==> src/rtl/sm_cpu_pkg.sv <==
// sm_cpu_pkg: shared definitions for the schoolRISCV core slice.
//   SM_PC_W       - program counter width (bits)
//   SM_INSTR_W    - instruction width (bits)
//   SM_ILEN_BYTES - instruction length in bytes (PC step)
//   fetch_entry_t - {pc, instr} pair carried from fetch to decode
//   sat_add32     - 32-bit add that clamps at all-ones instead of wrapping
package sm_cpu_pkg;

  localparam int SM_PC_W       = 32;
  localparam int SM_INSTR_W    = 32;
  localparam int SM_ILEN_BYTES = 4;

  typedef struct packed {
    logic [SM_PC_W-1:0]    pc;
    logic [SM_INSTR_W-1:0] instr;
  } fetch_entry_t;

  function automatic logic [31:0] sat_add32(input logic [31:0] a, input logic [31:0] b);
    logic [32:0] sum;
    sum = {1'b0, a} + {1'b0, b};
    return sum[32] ? 32'hFFFF_FFFF : sum[31:0];
  endfunction

endpackage

==> src/rtl/sm_ifetch_fifo.sv <==
// sm_ifetch_fifo: small synchronous prefetch FIFO of fetch entries.
// Ports:
//   clk, rst_n     - clock, asynchronous active-low reset
//   push, wdata    - write wdata at tail (accepted when not full, or when
//                    a pop frees a slot at the same edge)
//   pop            - drop the head entry (ignored when empty)
//   flush          - empty the FIFO and zero the pointers; beats push/pop
//   rdata          - head entry (combinational from storage)
//   count          - number of entries held
//   full, empty    - occupancy flags
// DEPTH must be a power of two so pointers wrap naturally.
module sm_ifetch_fifo
  import sm_cpu_pkg::*;
#(
  parameter int DEPTH = 2
) (
  input  logic                       clk,
  input  logic                       rst_n,
  input  logic                       push,
  input  fetch_entry_t               wdata,
  input  logic                       pop,
  input  logic                       flush,
  output fetch_entry_t               rdata,
  output logic [$clog2(DEPTH):0]     count,
  output logic                       full,
  output logic                       empty
);

  localparam int PTR_W = (DEPTH > 1) ? $clog2(DEPTH) : 1;
  localparam int CNT_W = $clog2(DEPTH) + 1;

  logic [PTR_W-1:0] wr_ptr_reg;
  logic [PTR_W-1:0] rd_ptr_reg;
  logic [CNT_W-1:0] count_reg;
  fetch_entry_t     mem_reg [DEPTH];

  logic do_push;
  logic do_pop;

  assign full  = (count_reg == CNT_W'(DEPTH));
  assign empty = (count_reg == '0);
  assign count = count_reg;
  assign rdata = mem_reg[rd_ptr_reg];

  // A pop at the same edge frees the slot the push is about to take.
  assign do_pop  = pop & ~empty & ~flush;
  assign do_push = push & (~full | do_pop) & ~flush;

  always_ff @(posedge clk or negedge rst_n) begin
    if (!rst_n) begin
      wr_ptr_reg <= '0;
      rd_ptr_reg <= '0;
      count_reg  <= '0;
    end else if (flush) begin
      wr_ptr_reg <= '0;
      rd_ptr_reg <= '0;
      count_reg  <= '0;
    end else begin
      if (do_push) wr_ptr_reg <= wr_ptr_reg + PTR_W'(1);
      if (do_pop)  rd_ptr_reg <= rd_ptr_reg + PTR_W'(1);
      case ({do_push, do_pop})
        2'b10:   count_reg <= count_reg + CNT_W'(1);
        2'b01:   count_reg <= count_reg - CNT_W'(1);
        default: count_reg <= count_reg;
      endcase
    end
  end

  always_ff @(posedge clk or negedge rst_n) begin
    if (!rst_n) begin
      for (int i = 0; i < DEPTH; i++) mem_reg[i] <= '0;
    end else if (do_push) begin
      mem_reg[wr_ptr_reg] <= wdata;
    end
  end

endmodule

==> src/rtl/sm_ifetch.sv <==
// sm_ifetch: instruction fetch front end for one schoolRISCV core.
// Owns the fetch PC, addresses the word-indexed instruction ROM, buffers
// returned words in a prefetch FIFO and presents {pc, instr} to decode.
// Ports:
//   clk, rst_n            - clock, asynchronous active-low reset
//   im_addr   (out, 32)   - ROM word address = fetch_pc >> 2
//   im_data   (in,  32)   - ROM word for im_addr, same cycle
//   instr_valid (out)     - FIFO head holds an instruction
//   instr_ready (in)      - decode takes the head this cycle
//   instr, instr_pc (out) - head instruction / byte PC, zero when not valid
//   redirect, redirect_pc - flush FIFO and restart fetch at redirect_pc
// Optional (macro SM_IFETCH_PERF_EN):
//   perf_fetched (out,32) - saturating count of pushes
//   perf_flushed (out,32) - saturating count of entries discarded by redirects
module sm_ifetch
  import sm_cpu_pkg::*;
#(
  parameter int                 DEPTH    = 2,
  parameter logic [SM_PC_W-1:0] RESET_PC = 32'h0
) (
  input  logic                  clk,
  input  logic                  rst_n,
  output logic [SM_PC_W-1:0]    im_addr,
  input  logic [SM_INSTR_W-1:0] im_data,
  output logic                  instr_valid,
  input  logic                  instr_ready,
  output logic [SM_INSTR_W-1:0] instr,
  output logic [SM_PC_W-1:0]    instr_pc,
  input  logic                  redirect,
`ifdef SM_IFETCH_PERF_EN
  input  logic [SM_PC_W-1:0]    redirect_pc,
  output logic [31:0]           perf_fetched,
  output logic [31:0]           perf_flushed
`else
  input  logic [SM_PC_W-1:0]    redirect_pc
`endif
);

  logic [SM_PC_W-1:0]   fetch_pc_reg;
  logic [SM_PC_W-1:0]   fetch_pc_next;
  logic                 push;
  logic                 pop;
  logic                 fifo_full;
  logic                 fifo_empty;
  logic [$clog2(DEPTH):0] fifo_count;
  fetch_entry_t         fifo_wdata;
  fetch_entry_t         fifo_head;

  // Low byte-offset bits of the target are deliberately dropped.
  logic unused_redirect_bits;
  assign unused_redirect_bits = ^redirect_pc[1:0];

  assign im_addr = {2'b00, fetch_pc_reg[SM_PC_W-1:2]};

  assign pop  = instr_valid & instr_ready;
  assign push = (~fifo_full | pop) & ~redirect;

  assign fifo_wdata.pc    = fetch_pc_reg;
  assign fifo_wdata.instr = im_data;

  always_comb begin
    fetch_pc_next = fetch_pc_reg;
    if (redirect)
      fetch_pc_next = {redirect_pc[SM_PC_W-1:2], 2'b00};
    else if (push)
      fetch_pc_next = fetch_pc_reg + SM_PC_W'(SM_ILEN_BYTES);
  end

  always_ff @(posedge clk or negedge rst_n) begin
    if (!rst_n) fetch_pc_reg <= RESET_PC;
    else        fetch_pc_reg <= fetch_pc_next;
  end

  // Redirect doubles as the FIFO flush, so it also cancels any pop/push.
  sm_ifetch_fifo #(
    .DEPTH (DEPTH)
  ) u_fifo (
    .clk   (clk),
    .rst_n (rst_n),
    .push  (push),
    .wdata (fifo_wdata),
    .pop   (pop),
    .flush (redirect),
    .rdata (fifo_head),
    .count (fifo_count),
    .full  (fifo_full),
    .empty (fifo_empty)
  );

  assign instr_valid = ~fifo_empty;
  assign instr       = instr_valid ? fifo_head.instr : '0;
  assign instr_pc    = instr_valid ? fifo_head.pc    : '0;

`ifdef SM_IFETCH_PERF_EN
  logic [31:0] perf_fetched_reg;
  logic [31:0] perf_flushed_reg;

  always_ff @(posedge clk or negedge rst_n) begin
    if (!rst_n) begin
      perf_fetched_reg <= '0;
      perf_flushed_reg <= '0;
    end else begin
      if (push)
        perf_fetched_reg <= sat_add32(perf_fetched_reg, 32'd1);
      if (redirect)
        perf_flushed_reg <= sat_add32(perf_flushed_reg, 32'(fifo_count));
    end
  end

  assign perf_fetched = perf_fetched_reg;
  assign perf_flushed = perf_flushed_reg;
`else
  logic unused_count;
  assign unused_count = ^fifo_count;
`endif

endmodule

==> config.mk <==
export PLATFORM = sky130hd
export DESIGN_NAME = sm_ifetch
export DESIGN_NICKNAME = d
export VERILOG_FILES = /design/src/rtl/sm_cpu_pkg.sv /design/src/rtl/sm_ifetch_fifo.sv /design/src/rtl/sm_ifetch.sv
export SDC_FILE = /design/constraint.sdc
export NUM_CORES = 1
export LEC_CHECK = 0
export BUFFER_PORTS_ARGS = -buffer_cell sky130_fd_sc_hd__buf_2
export CELL_PAD_IN_SITES_DETAIL_PLACEMENT = 1
export CELL_PAD_IN_SITES_GLOBAL_PLACEMENT = 2
export CORE_MARGIN = 4
export CORE_UTILIZATION = 36
export DETAILED_ROUTE_END_ITERATION = 16
export GPL_TIMING_DRIVEN = 1
export PLACE_DENSITY_LB_ADDON = 0.1
export SETUP_SLACK_MARGIN = 0.4
export SLEW_MARGIN = 10
export SYNTH_ARGS = -nofsm -noshare
export SYNTH_HDL_FRONTEND = slang
export SYNTH_SLANG_ARGS = --single-unit
==> constraint.sdc <==
create_clock -name clk -period 2.2 [get_ports clk]
set_input_delay 0.22 -clock clk [delete_from_list [all_inputs] [get_ports clk]]
set_output_delay 0.22 -clock clk [all_outputs]
set_load 0.01 [all_outputs]
==> results.yml <==
setup_path:
  crit_path_end_kind: "register"
  max_stage_delay_ns: 0.43
  path_max_fanout: 16
  path_cells: "nor3b_4 -> buf_6 -> nor3_4 -> buf_12 -> buf_12 -> mux2_2"
  critPathRequiredTime_ns: 2.50
  cp_top_family: "buffers and inverters"
  crit_slowest_cell: "dfrtp_1"
  critical_path_class: "register to register"
  cp_num_buf_inv: 3
  critPathLaunchType: "register"
  crit_top_cell: "buf_12"
  critical_path_arrival_ns: 2.15
power_and_ir_drop:
  power_density_mw_per_mm2: 947.0
  p_leak_nw: 4.653
  comb_power_share: 0.266
  power_frac_clock: 0.314
  sw_frac_of_total: 0.2949
  vdd_drop_max_uv: 562.2
  p_seq_frac: 0.420
  intPower_mw: 6.748
  net-switching-power_mw: 2.822
logic_synthesis:
  synthFlopType: "dfrtp_1"
  yosys.area.top_type: "dfrtp_1"
  synthAdderAreaFrac: 0.001690
  synthCells: 607
  synth_commonest_cells: "dfrtp_1 (158), mux2_2 (117), nor2_1 (69)"
  yosysSeqAreaShare: 0.5341
  yosys_warnings: 0
  yosysMostFrequentCell: "dfrtp_1"
  synth_top_family_by_area: "multiplexers"
  avgSynthCellArea_um2: 12.19
  yosys.area_share.simple: 0.1002
  synthMuxAreaShare: 0.2769
  ys_types: 29
  synth_top_area_share: 0.5341
  synth-compound-area-share: 0.01961
  yosys-top-cells-area: "dfrtp_1 (53%), mux2_2 (18%), mux2i_1 (8.5%)"
  ys_ff_latch: 158
  netlist_area_mm2: 0.007402
  async_reset_ff_frac: 1.000
  synth-edff-count: 0
  synth_xor_area_frac: 0.03668
clocking:
  clockBufferDepth: 2
  cts_inserted_buffers: 17
  cts-root-buf: "clkbuf_16"
  cts_tree: "done"
  clock_latency_ns: 0.42
  cts_sinks: 158
  htree_levels: 4
  clk_pin_slew_worst_paths_ns: 0.07
min_path:
  holdCritPathClass: "primary input to register"
final_layout:
  largest_register_ffs: 124
  syn2layout_area_growth_pct: 36.51
  nFillCells: 2188
  fin_cells: 1095
  layout.nets: 880
  layout-drive-gt1-share: 0.4684
sta:
  max_clock_freq_mhz: 542.0
  setup_viol: 0
  fin_skew_ns: 0.01301
  finalHoldViolations: 0
  finalSetupTns_ns: 0
  min_period_ns: 1.845
  rsz0062_at_grt: "true"
  finalCritPeriodShare: 0.8386
  slew_viol_final: 0
floorplan:
  rows: 52
  chipWidth_um: 151.4
  ios: 165
  design.core.area_mm2: 0.02023
  die_area_mm2: 0.02292
  die_height_um: 151.4
  initial_core_util: 0.3658
grt:
  overflow: 0
  grt.total_usage: 0.1817
  grt_pass1_vias: 6011
  grt_max_degree: 50
  antenna_found_initial: 2
  grt_pass1_wl_um: 31920
routing:
  avgViaCountPerCell: 4.950
  first_iter_violations: 161
  num_vias: 5420
  drc_errors: 0
  wl_um: 22480
  first_pass_iters: 4
  wire_per_inst_um: 20.53
  postRouteAntennaNets: 0
outcome:
  status: "completed"
placed_design:
  gp_congestion: 0.6986
  post-dp-hpwl_um: 13070
  port_buffers: 158
  placed_cells: 1017
flow_run:
  max_cap_violations: 0
timing repair:
| action | CTS | global route |
|---|---|---|
| endpoints found under the setup margin | 159 | 204 |
| gates resized for setup | 5 | 95 |
| gates cloned | 3 | 10 |
| buffers inserted | 8 | 13 |
| pin swaps | 2 | 11 |
| hold buffers | 11 | 0 |
| endpoints found under the hold margin | 55 | 0 |
layout make-up:
type                       instances  area, um2  share of cell area
antenna                            1      2.502           0.0002476
clock buffer                      21      470.5             0.04656
clock inverter                    11      130.1             0.01288
inverter                           3      11.26            0.001114
multi-input combinational        409       3528              0.3492
sequential                       158       3971              0.3930
tap                              270      337.8             0.03343
timing repair buffer             222       1653              0.1636
layer usage:
metal / track usage / wire length [um] / part of all wire / up-vias
met4: 0.05394 / 220 / 0.0098 / 2
met2: 0.3247 / 11430 / 0.51 / 106
met1: 0.2208 / 9976 / 0.44 / 2791
met3: 0.03621 / 846 / 0.038 / 16
met5: 0 / 7 / 0.00031 / -
li1: - / - / - / 2505
power groups by stage:
stage	Combinational (mW)	Sequential (mW)	Clock, mW
global placement	2.02	3.98	0
CTS	2.22	3.98	3.09
global route	2.77	4.11	3.23
finish	2.54	4.02	3.01
detailed placement	2.09	4.05	0
floorplan	1.37	3.91	0
cell families after synthesis:
kind of cell / after synthesis
xor gates and xnor gates: 31
muxes: 189
adders and majority gates: 1
other: 1
and+or+nand+nor: 155
DFF: 158
buffers and inverters: 43
AOI/OAI and AO/OA: 29
placed cells by master (no fill, tap or decap), types with 6 or more instances in the layout:
| cell type | count |
|---|---|
| nor2_1 | 68 |
| dfrtp_1 | 146 |
| mux2i_1 | 62 |
| buf_4 | 26 |
| nand2_1 | 35 |
| xnor2_1 | 9 |
| dlygate4sd3_1 | 11 |
| nand4_1 | 15 |
| dfrtp_2 | 11 |
| mux2_2 | 56 |
| clkbuf_16 | 25 |
| nand3_1 | 9 |
| mux2_4 | 64 |
| o21ai_0 | 26 |
| buf_2 | 157 |
| xor2_1 | 22 |
| and3_1 | 7 |
| mux2_1 | 6 |
| buf_6 | 7 |
| buf_12 | 10 |
worst paths after layout:
check,start,endpoint,slack (ns),cells past startpoint
max,u_fifo.count[1],u_fifo.mem_reg[74],0.36,6
max reg2reg,u_fifo.count[1],u_fifo.mem_reg[74],0.36,6
min,redirect_pc[18],fetch_pc_reg[18],0.02,3
max in group asynchronous,rst_n,u_fifo.rd_ptr_reg,1.17,3
min reg2reg,u_fifo.mem_reg[71],u_fifo.mem_reg[71],0.50,1
min in group asynchronous,rst_n,u_fifo.mem_reg[84],0.31,2
per-stage QoR:
step                hold slack [ns]  total power [mW]  setup WS [ns]  utilization  instance area [um2]
finish                      0.01761             9.570         0.3551       0.4994                10100
detailed placement           0.1965             6.144         0.2256       0.4247                 8594
global route               0.009498             10.11         0.2847       0.4994                10100
floorplan                  -0.07559             5.277         0.5216            -                 7413
global placement             0.1933             5.994         0.2773       0.4247                 8594
CTS                      0.00008940             9.295         0.3462       0.4678                 9467
tightest hold or removal path, stage by stage:
cell	delay, ns
buf_2	0.08
nand2_1	0.04
o21ai_0	0.06
Power figures use the tool's default switching activity.
